[src/rtl/proc_pkg.sv]
// Shared constants for the lab processor control unit: opcodes, step codes
// and instruction field positions (instruction format IIIXXXYYY).
package proc_pkg;

  localparam logic [2:0] OP_MV  = 3'b000;
  localparam logic [2:0] OP_MVI = 3'b001;
  localparam logic [2:0] OP_ADD = 3'b010;
  localparam logic [2:0] OP_SUB = 3'b011;

  localparam logic [1:0] T0 = 2'd0;
  localparam logic [1:0] T1 = 2'd1;
  localparam logic [1:0] T2 = 2'd2;
  localparam logic [1:0] T3 = 2'd3;

  // Debug view of the step: {halt, step}; HALT only exists with the trap build.
  localparam logic [2:0] DBG_HALT = 3'b100;

  localparam int OP_HI = 8;
  localparam int OP_LO = 6;
  localparam int RX_HI = 5;
  localparam int RX_LO = 3;
  localparam int RY_HI = 2;
  localparam int RY_LO = 0;

endpackage

[src/rtl/proc_step_cnt.sv]
// 2-bit time-step counter: synchronous clear wins over increment.
module proc_step_cnt
  import proc_pkg::*;
(
  input  logic       Clock,
  input  logic       Resetn,
  input  logic       clr,
  input  logic       inc,
  output logic [1:0] step
);

  always_ff @(posedge Clock or negedge Resetn) begin
    if (!Resetn)  step <= T0;
    else if (clr) step <= T0;
    else if (inc) step <= step + 2'd1;
  end

endmodule

[src/rtl/proc_ctrl_fsm.sv]
// Instruction sequencer T0..T3 with Moore control strobes for the lab processor.
// Optional macro PROC_CTRL_ILLEGAL_TRAP_EN: illegal opcodes set sticky Err and halt.
module proc_ctrl_fsm
  import proc_pkg::*;
(
  input  logic       Clock,
  input  logic       Resetn,
  input  logic       Run,
  input  logic [8:0] DIN,
  output logic [8:0] IR,
  output logic [2:0] Rin_sel,
  output logic       Rin_en,
  output logic [2:0] Rout_sel,
  output logic       Rout_en,
  output logic       DINout,
  output logic       Gout,
  output logic       Ain,
  output logic       Gin,
  output logic       AddSub,
  output logic       IRin,
  output logic       Done,
  output logic       Err,
  output logic [2:0] dbg_step
);

  // Handshake: Run is a level request, sampled only in T0 when not halted;
  // IRin marks the accepting cycle and IR loads on that clock edge.
  logic [1:0] step;
  logic       halt;
  logic       trap;
  logic       clr;
  logic       inc;
  logic [2:0] op;
  logic [2:0] rx;
  logic [2:0] ry;
  logic       is_addsub;
  logic       is_legal;

  assign op        = IR[OP_HI:OP_LO];
  assign rx        = IR[RX_HI:RX_LO];
  assign ry        = IR[RY_HI:RY_LO];
  assign is_addsub = (op == OP_ADD) || (op == OP_SUB);
  assign is_legal  = (op == OP_MV) || (op == OP_MVI) || is_addsub;

`ifdef PROC_CTRL_ILLEGAL_TRAP_EN
  assign trap = (step == T1) && !is_legal;

  always_ff @(posedge Clock or negedge Resetn) begin
    if (!Resetn) begin
      halt <= 1'b0;
      Err  <= 1'b0;
    end else if (trap) begin
      halt <= 1'b1;
      Err  <= 1'b1;
    end
  end
`else
  assign trap = 1'b0;
  assign halt = 1'b0;
  assign Err  = 1'b0;
`endif

  always_comb begin
    Rin_sel  = 3'd0;
    Rin_en   = 1'b0;
    Rout_sel = 3'd0;
    Rout_en  = 1'b0;
    DINout   = 1'b0;
    Gout     = 1'b0;
    Ain      = 1'b0;
    Gin      = 1'b0;
    AddSub   = 1'b0;
    IRin     = 1'b0;
    Done     = 1'b0;
    case (step)
      // Gated by Resetn so every strobe reads 0 while reset is held.
      T0: IRin = Run && !halt && Resetn;
      T1: begin
        if (op == OP_MV) begin
          Rout_sel = ry;
          Rout_en  = 1'b1;
          Rin_sel  = rx;
          Rin_en   = 1'b1;
          Done     = 1'b1;
        end else if (op == OP_MVI) begin
          DINout  = 1'b1;
          Rin_sel = rx;
          Rin_en  = 1'b1;
          Done    = 1'b1;
        end else if (is_addsub) begin
          Rout_sel = rx;
          Rout_en  = 1'b1;
          Ain      = 1'b1;
        end else begin
          Done = !trap;
        end
      end
      T2: begin
        Rout_sel = ry;
        Rout_en  = 1'b1;
        Gin      = 1'b1;
        AddSub   = op[0];
      end
      T3: begin
        Gout    = 1'b1;
        Rin_sel = rx;
        Rin_en  = 1'b1;
        Done    = 1'b1;
      end
      default: ;
    endcase
  end

  assign clr = Done || trap;
  assign inc = IRin || ((step == T1) && is_addsub) || (step == T2);

  proc_step_cnt u_step_cnt (
    .Clock  (Clock),
    .Resetn (Resetn),
    .clr    (clr),
    .inc    (inc),
    .step   (step)
  );

  always_ff @(posedge Clock or negedge Resetn) begin
    if (!Resetn)   IR <= 9'd0;
    else if (IRin) IR <= DIN;
  end

  assign dbg_step = halt ? DBG_HALT : {1'b0, step};

endmodule

[config.mk]
export PLATFORM = sky130hd
export DESIGN_NAME = proc_ctrl_fsm
export DESIGN_NICKNAME = d
export VERILOG_FILES = /design/src/rtl/proc_pkg.sv /design/src/rtl/proc_step_cnt.sv /design/src/rtl/proc_ctrl_fsm.sv
export SDC_FILE = /design/constraint.sdc
export NUM_CORES = 1
export LEC_CHECK = 0
export ABC_AREA = 1
export BUFFER_PORTS_ARGS = -buffer_cell sky130_fd_sc_hd__buf_2
export CAP_MARGIN = 20
export CELL_PAD_IN_SITES_DETAIL_PLACEMENT = 2
export CELL_PAD_IN_SITES_GLOBAL_PLACEMENT = 2
export CORE_MARGIN = 2
export CORE_UTILIZATION = 23
export DETAILED_ROUTE_END_ITERATION = 10
export GPL_ROUTABILITY_DRIVEN = 0
export PLACE_DENSITY_LB_ADDON = 0.25
export SYNTH_ARGS = -nofsm -noshare
export SYNTH_HDL_FRONTEND = slang
export SYNTH_SLANG_ARGS = --single-unit
[constraint.sdc]
create_clock -name Clock -period 2.1 [get_ports Clock]
set_input_delay 0.105 -clock Clock [delete_from_list [all_inputs] [get_ports Clock]]
set_output_delay 0.105 -clock Clock [all_outputs]
set_load 0.02 [all_outputs]
# --- Yosys cells after proc, flatten, opt, wreduce, memory -nomap -nowiden ---
# Index checks and enable logic that the tools add are counted.
word_totals:
  register_bits: 11
  inputBits: 12
  out_inout_bits: 28
  elab_cells: 45
classes:
  addsub: 1
  eq_ne: 6
  n_mux: 28
  reduce_logical: 8
op_table:
  columns: ["op", "count"]
  rows:
  - ["two-way mux 1 bit", 16]
  - ["two-way mux 3 bit", 5]
  - ["case mux 3 bit (2 select lines)", 2]
  - ["== test 3 x 2 -> 1 bit, second input constant", 2]
  - ["case mux 1 bit (2 select lines)", 3]
  - ["== test 2 bit, second input constant", 2]
  - ["two-way mux 2 bit", 2]
  - ["== test 3 x 1 -> 1 bit, second input constant", 1]
  - ["logical NOT 3 bit", 1]
  - ["logical OR 1 bit", 3]
  - ["adder 2 x 1 -> 2 bit, second input constant", 1]
  - ["== test 2 x 1 -> 1 bit, second input constant", 1]
  - ["logical AND 1 bit", 2]
  - ["logical NOT 2 bit", 1]
  - ["nonzero test 2 bit", 1]

# --- Logic depth before layout (Yosys ltp) ---
# Gate-level depths: netlist of the first run.
logic_depth:
  ltp_word: 7
  ltp_mapped: 8
  ltp_nobuf: 8

# --- Hierarchy ---
# A second synthesis of the first run with hierarchy kept.
hier_totals:
  cells_unflattened: 101
  area_unflattened_um2: 732.0
modules_own_cells:
  columns: ["mod", "n_inst", "cells_each", "area_per_inst_um2", "seq_area_each_um2"]
  rows:
  - ["proc_ctrl_fsm", 1, 90, 645.6, 225.2]
  - ["proc_step_cnt", 1, 11, 86.3, 50.0]

# --- Least setup slack after synthesis of the first run ---
# No wires, ideal clock.
synth_timing:
  kind: "register to output"
  startpoint: "reg u_step_cnt.step[0]"
  endpoint: "out Rout_en"
  t_arrival_ns: 1.464
  required_ns: 1.995
  setup_slack_ns: 0.531
  stages_incl_launch_ff: 5
  path_buffers: 0
  path_cell_list: "dfrtp_1 inv_1 ha_1 inv_1 a31oi_1"
synth_via:
  elab_chain_len: 2
  word_cells_on_any_way: 3
  classes_between: "eq/ne (2); mux (1)"
synth_rtl:
  columns: ["element", "line", "rtl"]
  rows:
  - ["start: declaration", "proc_step_cnt.sv:9", "output logic [1:0] step"]
  - ["start signal: assignment", "proc_step_cnt.sv:15", "else if (inc) step <= step + 2'd1;"]
  - ["== test 2 bit or == test 2 x 1 -> 1 bit (tied branches)", "proc_ctrl_fsm.sv:75", "case (step)"]
  - ["case mux 1 bit (2 select lines) *", "proc_ctrl_fsm.sv:75", null]
  - ["end: declaration", "proc_ctrl_fsm.sv:14", "output logic Rout_en,"]
# Mark *: on every way between the ends. The rest lies on a longest branch, timed or not.

# --- Final worst setup path of the first run ---
layout_timing:
  startpoint: "reg u_step_cnt.step[0]"
  endpoint: "out IRin"
layout_via:
  elab_chain_len: 2
layout_rtl:
  columns: ["element", "line", "rtl"]
  rows:
  - ["logical NOT 2 bit", "proc_ctrl_fsm.sv:75", null]
  - ["two-way mux 1 bit", "proc_ctrl_fsm.sv:75", null]
  - ["end: declaration", "proc_ctrl_fsm.sv:20", "output logic IRin,"]
# Every way passes these cells.

==> results of run 1 <==
[state kept, by name, summed over array words and instances (netlist names)]
name and cells:
IR 9, u_step_cnt.step 2
[Yosys cell counts]
cell / count / area share [%]
nand3_1: 6 / 4.2
nand2_1: 35 / 18
ha_1: 4 / 7.0
inv_1: 19 / 10
a31oi_1: 1 / 0.88
nand3_2: 2 / 2.8
buf_4: 3 / 3.2
nand2_2: 1 / 0.88
a21oi_1: 2 / 1.4
nand4_1: 2 / 1.8
conb_1: 1 / 0.53
nor2_1: 4 / 2.1
nand3b_1: 2 / 2.1
nor2_2: 2 / 1.8
o21ai_0: 5 / 3.5
inv_2: 1 / 0.53
dfrtp_1: 11 / 39
[worst max path at each step]
stage,end,cells after the start,start
3_5_place_dp,IRin,5,u_step_cnt.step[0]
3_3_place_gp,IRin,5,u_step_cnt.step[0]
5_1_grt,IRin,5,Resetn
2_1_floorplan,Rout_en,4,u_step_cnt.step[0]
4_1_cts,IRin,5,Resetn
6_report,IRin,5,u_step_cnt.step[0]
[power by group through the flow]
| stage | registers [W] | clock network, W | logic [W] |
|---|---|---|---|
| 2_1_floorplan | 0.000536 | 0 | 0.000481 |
| 3_5_place_dp | 0.000436 | 0 | 0.000919 |
| 4_1_cts | 0.000432 | 0.000160 | 0.000924 |
| 5_1_grt | 0.000450 | 0.000171 | 0.00101 |
| 3_3_place_gp | 0.000434 | 0 | 0.000878 |
| 6_report | 0.000429 | 0.000157 | 0.000901 |
[repair_timing]
item	in CTS	in global routing
endpoints found under the setup margin	0	0
hold endpoints to repair	11	0
hold buffers	1	0
[stage by stage]
step           power, W  cells  hold slack, ns  setup WS [ns]
5_1_grt         0.00163    174          0.0267         0.0299
2_1_floorplan   0.00102    102          -0.191          0.531
3_3_place_gp    0.00131    169         0.00259          0.512
3_5_place_dp    0.00136    169          0.0148          0.483
6_report        0.00149    174          0.0253          0.213
4_1_cts         0.00152    174          0.0275          0.166
[layout make-up]
type                            instances  area [µm²]  share of cell area, %
Clock buffer                            4        26.3                   2.75
Timing Repair Buffer                   38         195                   20.4
Tap cell                               33        41.3                   4.33
Sequential cell                        11         275                   28.8
Inverter                               20        75.1                   7.86
Multi-Input combinational cell         68         342                   35.8
[worst max-delay path, stage by stage, from the launching register on]
cell and delay, ns:
dfrtp_1 0.43, inv_1 0.12, ha_1 0.17, nand3_2 0.15, inv_1 0.38, buf_2 0.25
[cells by family (layout without fill, tap and decap cells)]
group	Yosys count	after routing	synth area share, %
adders and majority gates	4	4	7.04
DFF	11	11	38.7
buffers and inverters	23	62	13.7
and+or+nand+nor	54	54	34.2
AOI/OAI and AO/OA	8	8	5.81
other	1	2	0.528
[layer usage]
layer	part of all wire, %	track usage, %	vias up
met5	0	0	-
met4	1.4	4.76	0
met1	43	19.0	379
li1	-	-	381
met2	51	26.5	23
met3	4.9	2.62	4
==> out/qor.yml, run 1 <==
status: "finished clean"
routedWlPerCell_um: 14.3
first_pass_iters: 4
drv_slew: 0
power_frac_seq_pct: 28.8
finalHoldViolations: 0
io_buffers: 37
drt-total-wl_um: 2490
pwr-share-comb_pct: 60.6
initial_utilization_pct: 23.7
rows: 20
grt_pass1_vias: 809
syn_inst: 101
hold_path_end: "IR[2]"
vdd_ir_drop_max_mv: 0.491
insertion_delay_ns: 0.27
grt_pass1_wl_um: 4020
cp_max_fo: 15
syn_area_um2: 711
die-height_um: 59.6
leakagePower_nw: 0.600
layout_common_cells: "buf_2 (37), nand2_1 (35), inv_1 (19), dfrtp_1 (11), nand3_1 (6)"
synth-warning-count: 0
drv_cap: 0
hold_path_class: "primary input to register"
final_util_pct: 31.8
nets: 158
grt_usage_pct: 15.2
antenna_cells: 0
cts-buffers-inserted: 3
drtIter0Drc: 10
via_count: 787
clk_pin_slew_ns: 0.08
grt_setup_unrepaired: "no"
ys_ff_latch: 11
final_common_cell: "buf_2"
r2r-start: "u_step_cnt.step[0]"
setup_tns_ns: 0
period_minus_slack_ns: 1.89
antenna_found_initial: 0
ant_nets: 0
post-route-period-util_pct: 89.8
hp-start: "DIN[2]"
ys_seq_area_share_pct: 38.7
worst_setup_path_end_kind: "primary output"
pwr-share-clk_pct: 10.6
fill_cells: 383
drcViolationCount: 0
switching_power_w: 0.000819
hpwlAfterDp_um: 2050
clock_skew_ns: 0.00224
max_freq_mhz: 530
area_growth_pct: 34.3
synth_area_per_cell_um2: 7.04
die_x_um: 59.6
grt_max_degree: 16
critical_path_class: "register to primary output"
coreArea_um2: 3000
post_cts_buffers: 0
hold_path_depth: 3
post_drt_via_cell_ratio: 4.52
boundaryPins: 40
cts_tree: "done"
reg2reg_to: "IR[6]"
synth_cell_types: 17
cts-root-buf: "clkbuf_4"
dieArea_um2: 3550
worstPathRequired_ns: 2.00
htreeDepth: 1
r2r_setup_slack_ns: 0.54
setup_violations: 0
p_sw_share_pct: 55.1
p_int_w: 0.000668
drive_gt1_share_pct: 32.6
start_kind: "register"
place_area_um2: 918
cp.arrival_ns: 1.78
cts_max_path_buffers: 2
powerDensity_nw_per_um2: 1560
finalInstanceArea_um2: 955
gr-total-overflow: 0
r2r.worst_path.cells: 5
cts.sinks: 11
cts_resized: 0
Power figures use the tool's default switching activity.
==> inputs of run 2 (changes only) <==
--- a/config.mk
+++ b/config.mk
@@ -12,6 +12,7 @@
 export CELL_PAD_IN_SITES_GLOBAL_PLACEMENT = 2
 export CORE_MARGIN = 2
 export CORE_UTILIZATION = 23
+export CTS_BUF_LIST = sky130_fd_sc_hd__clkbuf_8 sky130_fd_sc_hd__clkbuf_16
 export DETAILED_ROUTE_END_ITERATION = 10
 export GPL_ROUTABILITY_DRIVEN = 0
 export PLACE_DENSITY_LB_ADDON = 0.25
==> out/qor.yml, run 2 (synthesis gave the netlist of run 1 again) <==
status: "finished clean"
finalHoldViolations: 0  # unchanged
cts.sinks: 11  # unchanged
ant_nets: 0  # unchanged
boundaryPins: 40  # unchanged
hold_slack_ns: 0.0616  # +0.0364 ns
first_pass_iters: 4  # unchanged
cts_tree: "done"
setup_tns_ns: 0  # unchanged
drv_slew: 0  # unchanged
cp_slowest_cell: "dlygate4sd3_1"
antenna_cells: 0  # unchanged
final_common_cell: "buf_2"
cts_max_path_buffers: 2  # unchanged
die-height_um: 59.6  # unchanged
routedWlPerCell_um: 14.3  # +0.24%
critical_path_class: "primary input to primary output"
area_growth_pct: 37.0
setup_violations: 0  # unchanged
p_sw_share_pct: 53.3  # -1.8 points
period_minus_slack_ns: 1.86  # -0.0290 ns
cp_max_fo: 15  # unchanged
layout_common_cells: "buf_2 (37), nand2_1 (35), inv_1 (20), dfrtp_1 (11), nand3_1 (6)"
power_frac_seq_pct: 27.7  # -1.1 points
grt_pass1_wl_um: 4020  # -0.17%
worstPathRequired_ns: 2.00  # about the same
cts-root-buf: "clkbuf_8"
largest_register: "IR"
hold_path_class: "primary input to register"
gr-total-overflow: 0  # unchanged
initial_utilization_pct: 23.7  # unchanged
worst_setup_path_end_kind: "primary output"
max_stage_delay_ns: 0.51  # +0.08 ns
cp_num_buf_inv: 4  # +1
drt-total-wl_um: 2490  # +0.24%
max_freq_mhz: 538  # +1.6%
pwr-share-clk_pct: 14.1  # +3.5 points
cts-buffers-inserted: 3  # unchanged
start_kind: "primary input"
nets: 158  # unchanged
post-route-period-util_pct: 88.5  # -1.4 points
fill_cells: 383  # unchanged
insertion_delay_ns: 0.24  # -0.03 ns
cp.arrival_ns: 1.75  # -0.03 ns
final_util_pct: 32.4  # +0.62 points
cp_cell_sequence: "dlygate4sd3_1 > buf_2 > nand3_2 > inv_1 > buf_2"
reg.largest.list: "IR: 9 flops, u_step_cnt.step: 2 flops"
largest_reg_flops: 9  # unchanged
post_drt_via_cell_ratio: 4.53  # +0.13%
grt_max_degree: 16  # unchanged
htreeDepth: 1  # unchanged
powerDensity_nw_per_um2: 1590  # +2.3%
clock_skew_ns: 0.000658  # -0.00158 ns
drive_gt1_share_pct: 32.6  # unchanged
critPathMostFrequentCell: "buf_2"
clk_pin_slew_ns: 0.05  # -0.03 ns
drtIter0Drc: 10  # unchanged
hpwlAfterDp_um: 2050  # unchanged
pwr-share-comb_pct: 58.2  # -2.4 points
coreArea_um2: 3000  # unchanged
cts_resized: 0  # unchanged
p_int_w: 0.000725  # +8.4%
switching_power_w: 0.000827  # +0.93%
rows: 20  # unchanged
cpLargestDelayFamily: "buffers and inverters"
via_count: 788  # +0.13%
grt_usage_pct: 15.2  # unchanged
grt_setup_unrepaired: "no"
antenna_found_initial: 0  # unchanged
io_buffers: 37  # unchanged
vdd_ir_drop_max_mv: 0.537  # +9.4%
drcViolationCount: 0  # unchanged
die_x_um: 59.6  # unchanged
drv_cap: 0  # unchanged
grt_pass1_vias: 817  # +0.99%
dieArea_um2: 3550  # unchanged
leakagePower_nw: 0.612  # +2.0%
[run 2: cell types whose count changed in the layout (fill, tap and decap cells not counted)]
cell      before  now
inv_1         19   20
clkbuf_1       1    0
clkbuf_4       3    0
clkbuf_8       0    3
[run 2: path summary, 6_finish.rpt]
check                                   start            endpoint  slack [ns]  cells past startpoint
max                                    Resetn                IRin        0.24                      5
min                                    DIN[2]               IR[2]        0.06                      3
max reg2reg                u_step_cnt.step[0]               IR[6]        0.54                      5
min reg2reg                             IR[0]               IR[0]        0.55                      2
max in group asynchronous              Resetn  u_step_cnt.step[0]        1.60                      2
min in group asynchronous              Resetn               IR[8]        0.27                      2
[run 2: routing by layer]
| metal | GRT usage (%) | routed length, µm | up-vias |
|---|---|---|---|
| met1 | 18.9 | 1080 | 379 |
| met3 | 2.62 | 125 | 4 |
| li1 | - | - | 381 |
| met5 | 0 | 0 | - |
| met4 | 4.76 | 33 | 0 |
| met2 | 26.7 | 1260 | 24 |
[run 2: per-stage QoR]
stage	setup WS [ns]	cell area (µm²)	instances	power, W
global route	0.0427	973	174	0.00169
floorplan	0.531	714	102	0.00102
global placement	0.512	918	169	0.00131
CTS	0.166	973	174	0.00158
finish	0.242	973	174	0.00155
detailed placement	0.483	918	169	0.00136
[run 2: what timing repair did]
action                                 CTS  global route
hold buffers                             1             0
buffers inserted                         0             0
endpoints found under the hold margin   11             0
[run 2: power by group through the flow]
| stage | Combinational (W) | Clock (W) | Sequential (W) |
|---|---|---|---|
| after floorplan | 0.000481 | 0 | 0.000536 |
| after global placement | 0.000878 | 0 | 0.000434 |
| after detailed placement | 0.000919 | 0 | 0.000436 |
| after CTS | 0.000928 | 0.000223 | 0.000433 |
| after global routing | 0.00101 | 0.000232 | 0.000451 |
| final | 0.000903 | 0.000218 | 0.000430 |
[run 2: final cells by class]
class	instances	area (µm²)	share of cell area, %
multi-input cells	68	342	35.1
flip-flops and latches	11	275	28.3
repair buffers	38	195	20.1
inverters	20	75.1	7.71
clock buffers	3	41.3	4.24
well taps	33	41.3	4.24
clock inverters	1	3.75	0.386
[run 2: worst reg2reg max path: stages (launching register included)]
cell and delay (ns):
dfrtp_1 0.42, inv_1 0.12, ha_1 0.17, nand3_2 0.15, inv_1 0.38, o21ai_0 0.17
